`src/rtl/nibble_packer.sv`:
```
// Packs 4-bit nibbles, first nibble in the MSBs, into 32-bit words with one word of
// output buffering; FLUSH closes a partial word, zero-pads it and reports its length.
module nibble_packer #(
  parameter logic [3:0] PAD_NIBBLE = 4'h0
) (
  input  logic        CLK,
  input  logic        RESET,
  input  logic [3:0]  NIB_IN,
  input  logic        NIB_VALID,
  output logic        NIB_READY,
  input  logic        FLUSH,
  output logic [31:0] WORD_OUT,
  output logic [3:0]  WORD_LEN,
  output logic        WORD_VALID,
  input  logic        WORD_READY
);

  localparam int unsigned WORD_W = 32;
  localparam int unsigned NIB_W  = 4;
  localparam int unsigned CNT_W  = 4;
  localparam int unsigned NIBS   = WORD_W / NIB_W;

  typedef enum logic [1:0] {
    IDLE = 2'd0,
    FILL = 2'd1,
    HOLD = 2'd2
  } state_t;

  state_t              state, state_n;
  logic [WORD_W-1:0]   acc, acc_n;
  logic [CNT_W-1:0]    cnt, cnt_n;
  logic [WORD_W-1:0]   out_word, out_word_n;
  logic [CNT_W-1:0]    out_len, out_len_n;
  logic                out_full, out_full_n;

  logic                accept;
  logic                slot_free;
  logic                flush_take;
  logic                done;
  logic [WORD_W-1:0]   acc_ins;
  logic [WORD_W-1:0]   padded;
  logic [CNT_W-1:0]    cnt_ins;

  // State and datapath registers
  always_ff @(posedge CLK or posedge RESET) begin
    if (RESET) begin
      state    <= IDLE;
      acc      <= '0;
      cnt      <= '0;
      out_word <= '0;
      out_len  <= '0;
      out_full <= 1'b0;
    end else begin
      state    <= state_n;
      acc      <= acc_n;
      cnt      <= cnt_n;
      out_word <= out_word_n;
      out_len  <= out_len_n;
      out_full <= out_full_n;
    end
  end

  // Next-state, accumulator insert/pad and output-slot management
  always_comb begin
    state_n    = state;
    acc_n      = acc;
    cnt_n      = cnt;
    out_word_n = out_word;
    out_len_n  = out_len;
    out_full_n = out_full;

    slot_free  = !out_full || WORD_READY;
    accept     = NIB_VALID && (state != HOLD);
    cnt_ins    = cnt + CNT_W'(accept);
    flush_take = FLUSH && ((state == FILL) || ((state == IDLE) && accept));
    done       = 1'b0;

    acc_ins = acc;
    for (int unsigned i = 0; i < NIBS; i++) begin
      if (accept && (CNT_W'(i) == cnt)) acc_ins[WORD_W-1-NIB_W*i -: NIB_W] = NIB_IN;
    end

    padded = acc_ins;
    for (int unsigned i = 0; i < NIBS; i++) begin
      if (CNT_W'(i) >= cnt_ins) padded[WORD_W-1-NIB_W*i -: NIB_W] = PAD_NIBBLE;
    end

    // A drained word frees the slot unless something new loads on the same edge
    if (out_full && WORD_READY) out_full_n = 1'b0;

    case (state)
      IDLE, FILL: begin
        done = (cnt_ins == CNT_W'(NIBS)) || flush_take;
        if (accept) begin
          acc_n   = acc_ins;
          cnt_n   = cnt_ins;
          state_n = FILL;
        end
        if (done) begin
          if (slot_free) begin
            out_word_n = padded;
            out_len_n  = cnt_ins;
            out_full_n = 1'b1;
            acc_n      = '0;
            cnt_n      = '0;
            state_n    = IDLE;
          end else begin
            acc_n   = padded;
            cnt_n   = cnt_ins;
            state_n = HOLD;
          end
        end
      end
      HOLD: begin
        if (slot_free) begin
          out_word_n = acc;
          out_len_n  = cnt;
          out_full_n = 1'b1;
          acc_n      = '0;
          cnt_n      = '0;
          state_n    = IDLE;
        end
      end
      default: state_n = IDLE;
    endcase
  end

  assign NIB_READY  = (state != HOLD);
  assign WORD_OUT   = out_word;
  assign WORD_LEN   = out_len;
  assign WORD_VALID = out_full;

endmodule

```
`config.mk`:
```
export PLATFORM = sky130hd
export DESIGN_NAME = nibble_packer
export DESIGN_NICKNAME = d
export VERILOG_FILES = /design/src/rtl/nibble_packer.sv
export SDC_FILE = /design/constraint.sdc
export NUM_CORES = 1
export LEC_CHECK = 0
export BUFFER_PORTS_ARGS = -buffer_cell sky130_fd_sc_hd__buf_2
export CORE_ASPECT_RATIO = 1.4
export CORE_MARGIN = 2
export CORE_UTILIZATION = 51
export DETAILED_ROUTE_END_ITERATION = 8
export GPL_TIMING_DRIVEN = 1
export PLACE_DENSITY = 0.71
export SETUP_SLACK_MARGIN = 0.2
export SYNTH_ARGS = -nofsm -noshare
export SYNTH_HDL_FRONTEND = slang
export SYNTH_SLANG_ARGS = --single-unit
```
`constraint.sdc`:
```
create_clock -name CLK -period 4.35 [get_ports CLK]
set_input_delay 0.6525 -clock CLK [delete_from_list [all_inputs] [get_ports CLK]]
set_output_delay 0.6525 -clock CLK [all_outputs]
set_load 0.005 [all_outputs]
```
# --- Yosys cells after proc, flatten, opt, wreduce, memory -nomap -nowiden ---
# Cells that the tools add are included.
classes:
  n_lt_le_gt_ge: 8
  n_eq_ne: 15
  add_sub_neg: 1
  n_mux: 43
  reduce_logical: 23
op_table:
  columns: ["operator", "count"]
  rows:
  - ["$mux 32", 7]
  - ["$pmux 32 s2", 2]
  - ["$mux 4", 23]
  - ["$eq 3x4->1 const A", 4]
  - ["$ge 3x4->1 const A", 4]
  - ["$pmux 4 s2", 2]
  - ["$logic_and 1x1->1", 12]
  - ["$eq 2x4->1 const A", 2]
  - ["$ge 1x4->1 const A", 2]
  - ["$ge 2x4->1 const A", 2]
  - ["$mux 2", 4]
  - ["$ne 2x2->1 const B", 4]
  - ["$add 4x1->4", 1]
  - ["$eq 1x4->1 const A", 1]
  - ["$eq 4x4->1 const B", 1]
  - ["$logic_not 4->1", 1]
  - ["$pmux 2 s2", 1]
  - ["$reduce_and 4->1", 1]
  - ["$logic_or 1x1->1", 3]
  - ["$mux 1", 3]
  - ["$ne 3x3->1 const B", 1]
  - ["$reduce_and 3->1", 1]
  - ["$eq 2x1->1 const B", 1]
  - ["$eq 2x2->1 const B", 1]
  - ["6 further kinds", 6]
word_totals:
  register_bits: 75
  wordCells: 96

# --- Logic depth before layout (Yosys ltp) ---
depth:
  word_depth: 8
  depth_mapped: 16
  mapped_depth_nobuf: 10

# --- Worst setup path after synthesis ---
# Ideal clock, no wire load.
synth_timing:
  path_kind: "register to register"
  start: "register state[1]"
  end: "register out_len[2], in the netlist WORD_LEN[2]"
  path_slack_ps: 979
  arrival_time_ps: 3246
  n_path_buf: 5
  setup_ps: 125
  path_stages_with_launch: 16
  required_ps: 4225
  cell_sequence: "dfrtp_1 > nor2b_1 > buf_6 > inv_2 > clkbuf_1 > clkbuf_1 > and2_1 > ha_1 > ha_1 > xor2_2 > nor3_2 > a211o_1 > and2_1 > buf_6 > buf_6 > mux2_4"
synth_via:
  elab_chain_len: 8
  elab_cells_between_ends: 20
  cone_classes: "1 x add/sub; 7 x eq/ne; 3 x mux; 9 x reduce/logical"
synth_rtl:
  columns: ["item", "line_no", "rtl"]
  rows:
  - ["start: declaration", "29", "state_t state, state_n;"]
  - ["start signal: assignment", "54", "state <= state_n;"]
  - ["$ne 2x2->1 (*)", null, null]
  - ["net NIB_READY", "10", "output logic NIB_READY,"]
  - ["$logic_and 1x1->1 (*)", "73", "accept = NIB_VALID && (state != HOLD);"]
  - ["branches (longest 6 deep; another with $add 4x1->4)", null, null]
  - ["end signal: assignment", "58", "out_len <= out_len_n;"]
  - ["end: declaration", "33", "logic [CNT_W-1:0] out_len, out_len_n;"]
# Mark *: on every way through the listed nets, which the timed path passes. The select of a mux whose other input is x is not followed.
# A chain may end at the register's enable or synchronous reset.

# --- Final worst setup path ---
layout_timing:
  start: "register state[1]"
  end: "register acc[1]"
layout_via:
  elab_chain_len: 8
  elab_cells_between_ends: 24
  cone_classes: "1 x add/sub; 1 x order compare; 6 x eq/ne; 6 x mux; 10 x reduce/logical"
layout_rtl:
  columns: ["item", "line_no", "rtl"]
  rows:
  - ["$ne 2x2->1", "73", null]
  - ["$logic_and 1x1->1", "73", null]
  - ["$add 4x1->4 (tied with other cells)", "74", "cnt_ins = cnt + CNT_W'(accept);"]
  - ["$ge 3x4->1 (tied with other cells)", "85", "if (CNT_W'(i) >= cnt_ins) padded[WORD_W-1-NIB_W*i -: NIB_W] = PAD_NIBBLE;"]
  - ["$mux 4 / $logic_and 1x1->1 (equally long branches)", "85, 75", null]
  - ["$mux 32 / $logic_or 1x1->1 (equally long branches)", "100, 93", null]
  - ["$mux 32 / $ne 3x3->1 (equally long branches)", null, null]
  - ["$pmux 32 s2 / $reduce_and 3->1 (equally long branches)", null, null]
  - ["end signal: assignment", "55", "acc <= acc_n;"]
  - ["end: declaration", "30", "logic [WORD_W-1:0] acc, acc_n;"]
# Several ways; a longest one is shown, not always the timed one. The select of a mux whose other input is x is not followed.

==> qor.txt <==
First DRT Iteration DRCs: 284
Post-synthesis sequential area ratio: 44.0%
Clock latency on the worst-skew pair: 0.34 ns
CTS Hold Buffers Added: 0
I/O pins: 47
Detailed-placement wirelength estimate: 7.01 mm
Area delta synth->final: 14.1%
CTS tree: built
Share of cells above drive strength 1: 23.9%
Sequential group share of total power: 35.3%
Combinational group share of total power: 37.5%
Setup Buffers After CTS: 0
FP Rows: 39
Met1 usage in global routing: 33.3%
Post-synth design cell area: 0.00426 mm2
#FFs+latches synth: 75
Die X: 81.3 um
Leakage power: 2.21 nW
Area contributors post-synth: dfrtp_1 (44%), nand2_1 (7.9%), mux2_2 (5.3%)
Setup TNS: 0 ns
Core area: 0.00815 mm2
Number of synthesized flops with an enable pin: 0
Total gr overflow: 0
DRC: 0
Yosys cell types: 55
Final setup viols: 0
Psw: 1.10 mW
FF-to-FF path depth: 11
Max stage delay cell, worst path: dfrtp_1
Pwr dens: 613 mW/mm2
Worst Setup End Kind: register
Clock power share: 27.2%
Finished Cell Area: 0.00486 mm2
Worst-path clk slew: 0.06 ns
RSZ-0062 raised after global routing: no
H-tree levels: 3
Worst path arrival time: 3.97 ns
Min Tclk post-route: 3.69 ns
Mean Syn Cell Area: 9.67 um2
CTS root buffer: clkbuf_16
Worst Skew: 0.00453 ns
Die Footprint: 0.00912 mm2
GRT busiest layer: met2
Post-DRT Antenna Nets: 0
Detailed Routing Iterations Pass 1: 4
Cell depth of the worst setup path: 11
Worst-Margin Slew: 1.28 ns
Required @ worst endpoint: 4.62 ns
Chip height: 112 um
M2 GR Usage: 38.3%
Placed cells: 563
Placed Area: 0.00454 mm2
Total Wirelength: 10.5 mm
Worst setup margin: 0.658 ns
Largest area contributor in the synthesized netlist: dfrtp_1
Count of final hold-check violations: 0
Overall Power: 2.98 mW
Initial antenna violation count: 0
Diodes inserted: 0
Fmax: 271 MHz
Fin. max-slew vios: 0
Worst hold path stage count: 1
Number of buffers and inverters on the critical path: 2
Final cycle utilization of the critical path: 84.9%
GP Congestion: 0.897
Post-Place Setup Slack: 0.712 ns
Final #Nets: 483
Synthesized net count: 452
Crit start category: register
Post-synth ARST share: 100%
Cts bufs inserted: 9
Sink Count: 75
MaxCap Viol Count: 0
Final core occ: 59.7%
Worst setup path class: register to register
GRT Total Usage: 25.0%
Port bufs: 46
Yosys top cell area share: 44.0%
Post-route insts no fill: 579
Slew HR: 14.5%
Largest net degree at the start of global routing: 76
Hold crit path type: register to register
Vias/cell: 6.05
Most used cell, CP: ha_1
Cts repair resizes: 0
Sw frac: 37.0%
CTS max path bufs: 2
Routing usage on met3: 5.63%
Synth warnings: 0
Crit path max fanout: 46
Status: completed
Cell family with most CP delay: compound AO/OA/AOI/OAI gates
Global-route wire length before repair: 17.6 mm
Effective utilization at floorplan: 52.3%
Vias in the first global route: 3528
Critical path cell sequence: nor2b_4, inv_2, and2_1, ha_1, ha_1, xnor2_1, a21o_1, o211ai_1, buf_12, nor3_1, a22o_1
Vias: 3501
DR WL/cell: 18.1 um
Primary FF master, synth: dfrtp_1
Peak VDD IR: 0.335 mV
Post-Syn Instances: 441
Hold Slack: 0.500 ns
Slowest stage delay, CP: 0.56 ns
Internal power: 1.88 mW
## per-layer routing
metal	vias up	part of all wire, %
met3	21	4.8
met5	-	0
met2	93	50
li1	1687	-
met1	1700	43
met4	0	2.7
## layout make-up
| type | instances | area (um2) |
|---|---|---|
| multi-input cells | 328 | 2210 |
| repair buffers | 55 | 310 |
| well taps | 102 | 128 |
| clock buffers | 10 | 239 |
| flip-flops and latches | 75 | 1880 |
| clock inverters | 6 | 88.8 |
| inverters | 3 | 11.3 |
| fillers | 689 | 3280 |
## synthesized netlist by cell type, types with 10 or more instances
library cell / number
clkbuf_1: 20
mux2_2: 20
o41ai_1: 11
o31ai_1: 16
mux2i_1: 17
nor2_1: 17
a21oi_1: 23
a22o_1: 12
nand2_1: 90
o21ai_0: 12
mux2_4: 10
dfrtp_1: 75
a31oi_1: 15
## cell families (layout without fill, tap and decap cells)
logic type / after synthesis / count (layout) / share of synthesized area, %
and+or+nand+nor: 146 / 146 / 15.7
AOI/OAI and AO/OA: 127 / 127 / 21.2
DFF: 75 / 75 / 44.0
muxes: 47 / 47 / 12.8
buffers and inverters: 38 / 74 / 4.29
xor gates and xnor gates: 6 / 6 / 1.41
adders and majority gates: 2 / 2 / 0.587
## state kept, by name, indices dropped and copies added, names as in the netlist
signal,flops
cnt,4
WORD_LEN,4
WORD_VALID,1
WORD_OUT,32
state,2
acc,32
## final timing paths
| path | end | startpoint | slack, ns |
|---|---|---|---|
| min in group asynchronous | acc[4] | RESET | 0.61 |
| min | WORD_OUT[22] | WORD_OUT[22] | 0.50 |
| max in group asynchronous | acc[30] | RESET | 3.14 |
| max reg2reg | acc[1] | state[1] | 0.66 |
| min reg2reg | WORD_OUT[22] | WORD_OUT[22] | 0.50 |
| max | acc[1] | state[1] | 0.66 |
## cells in the final DEF, fill, tap and decap left out, drive strengths merged, types with 11 or more instances in the layout
cell type,count
o21ai,13
a21oi,23
a31oi,15
buf,55
nor2,17
nand2,90
a22o,12
mux2,30
o31ai,16
dfrtp,75
o41ai,11
mux2i,17
## power by group through the flow
stage                     Sequential, mW  Combinational, mW  Clock, mW
after floorplan                     1.02              0.816          0
after global placement              1.05               1.09          0
after detailed placement            1.06               1.11          0
after CTS                           1.05               1.12      0.823
after global routing                1.08               1.24      0.850
final                               1.05               1.12      0.810
(Power assumes the default switching activity.)
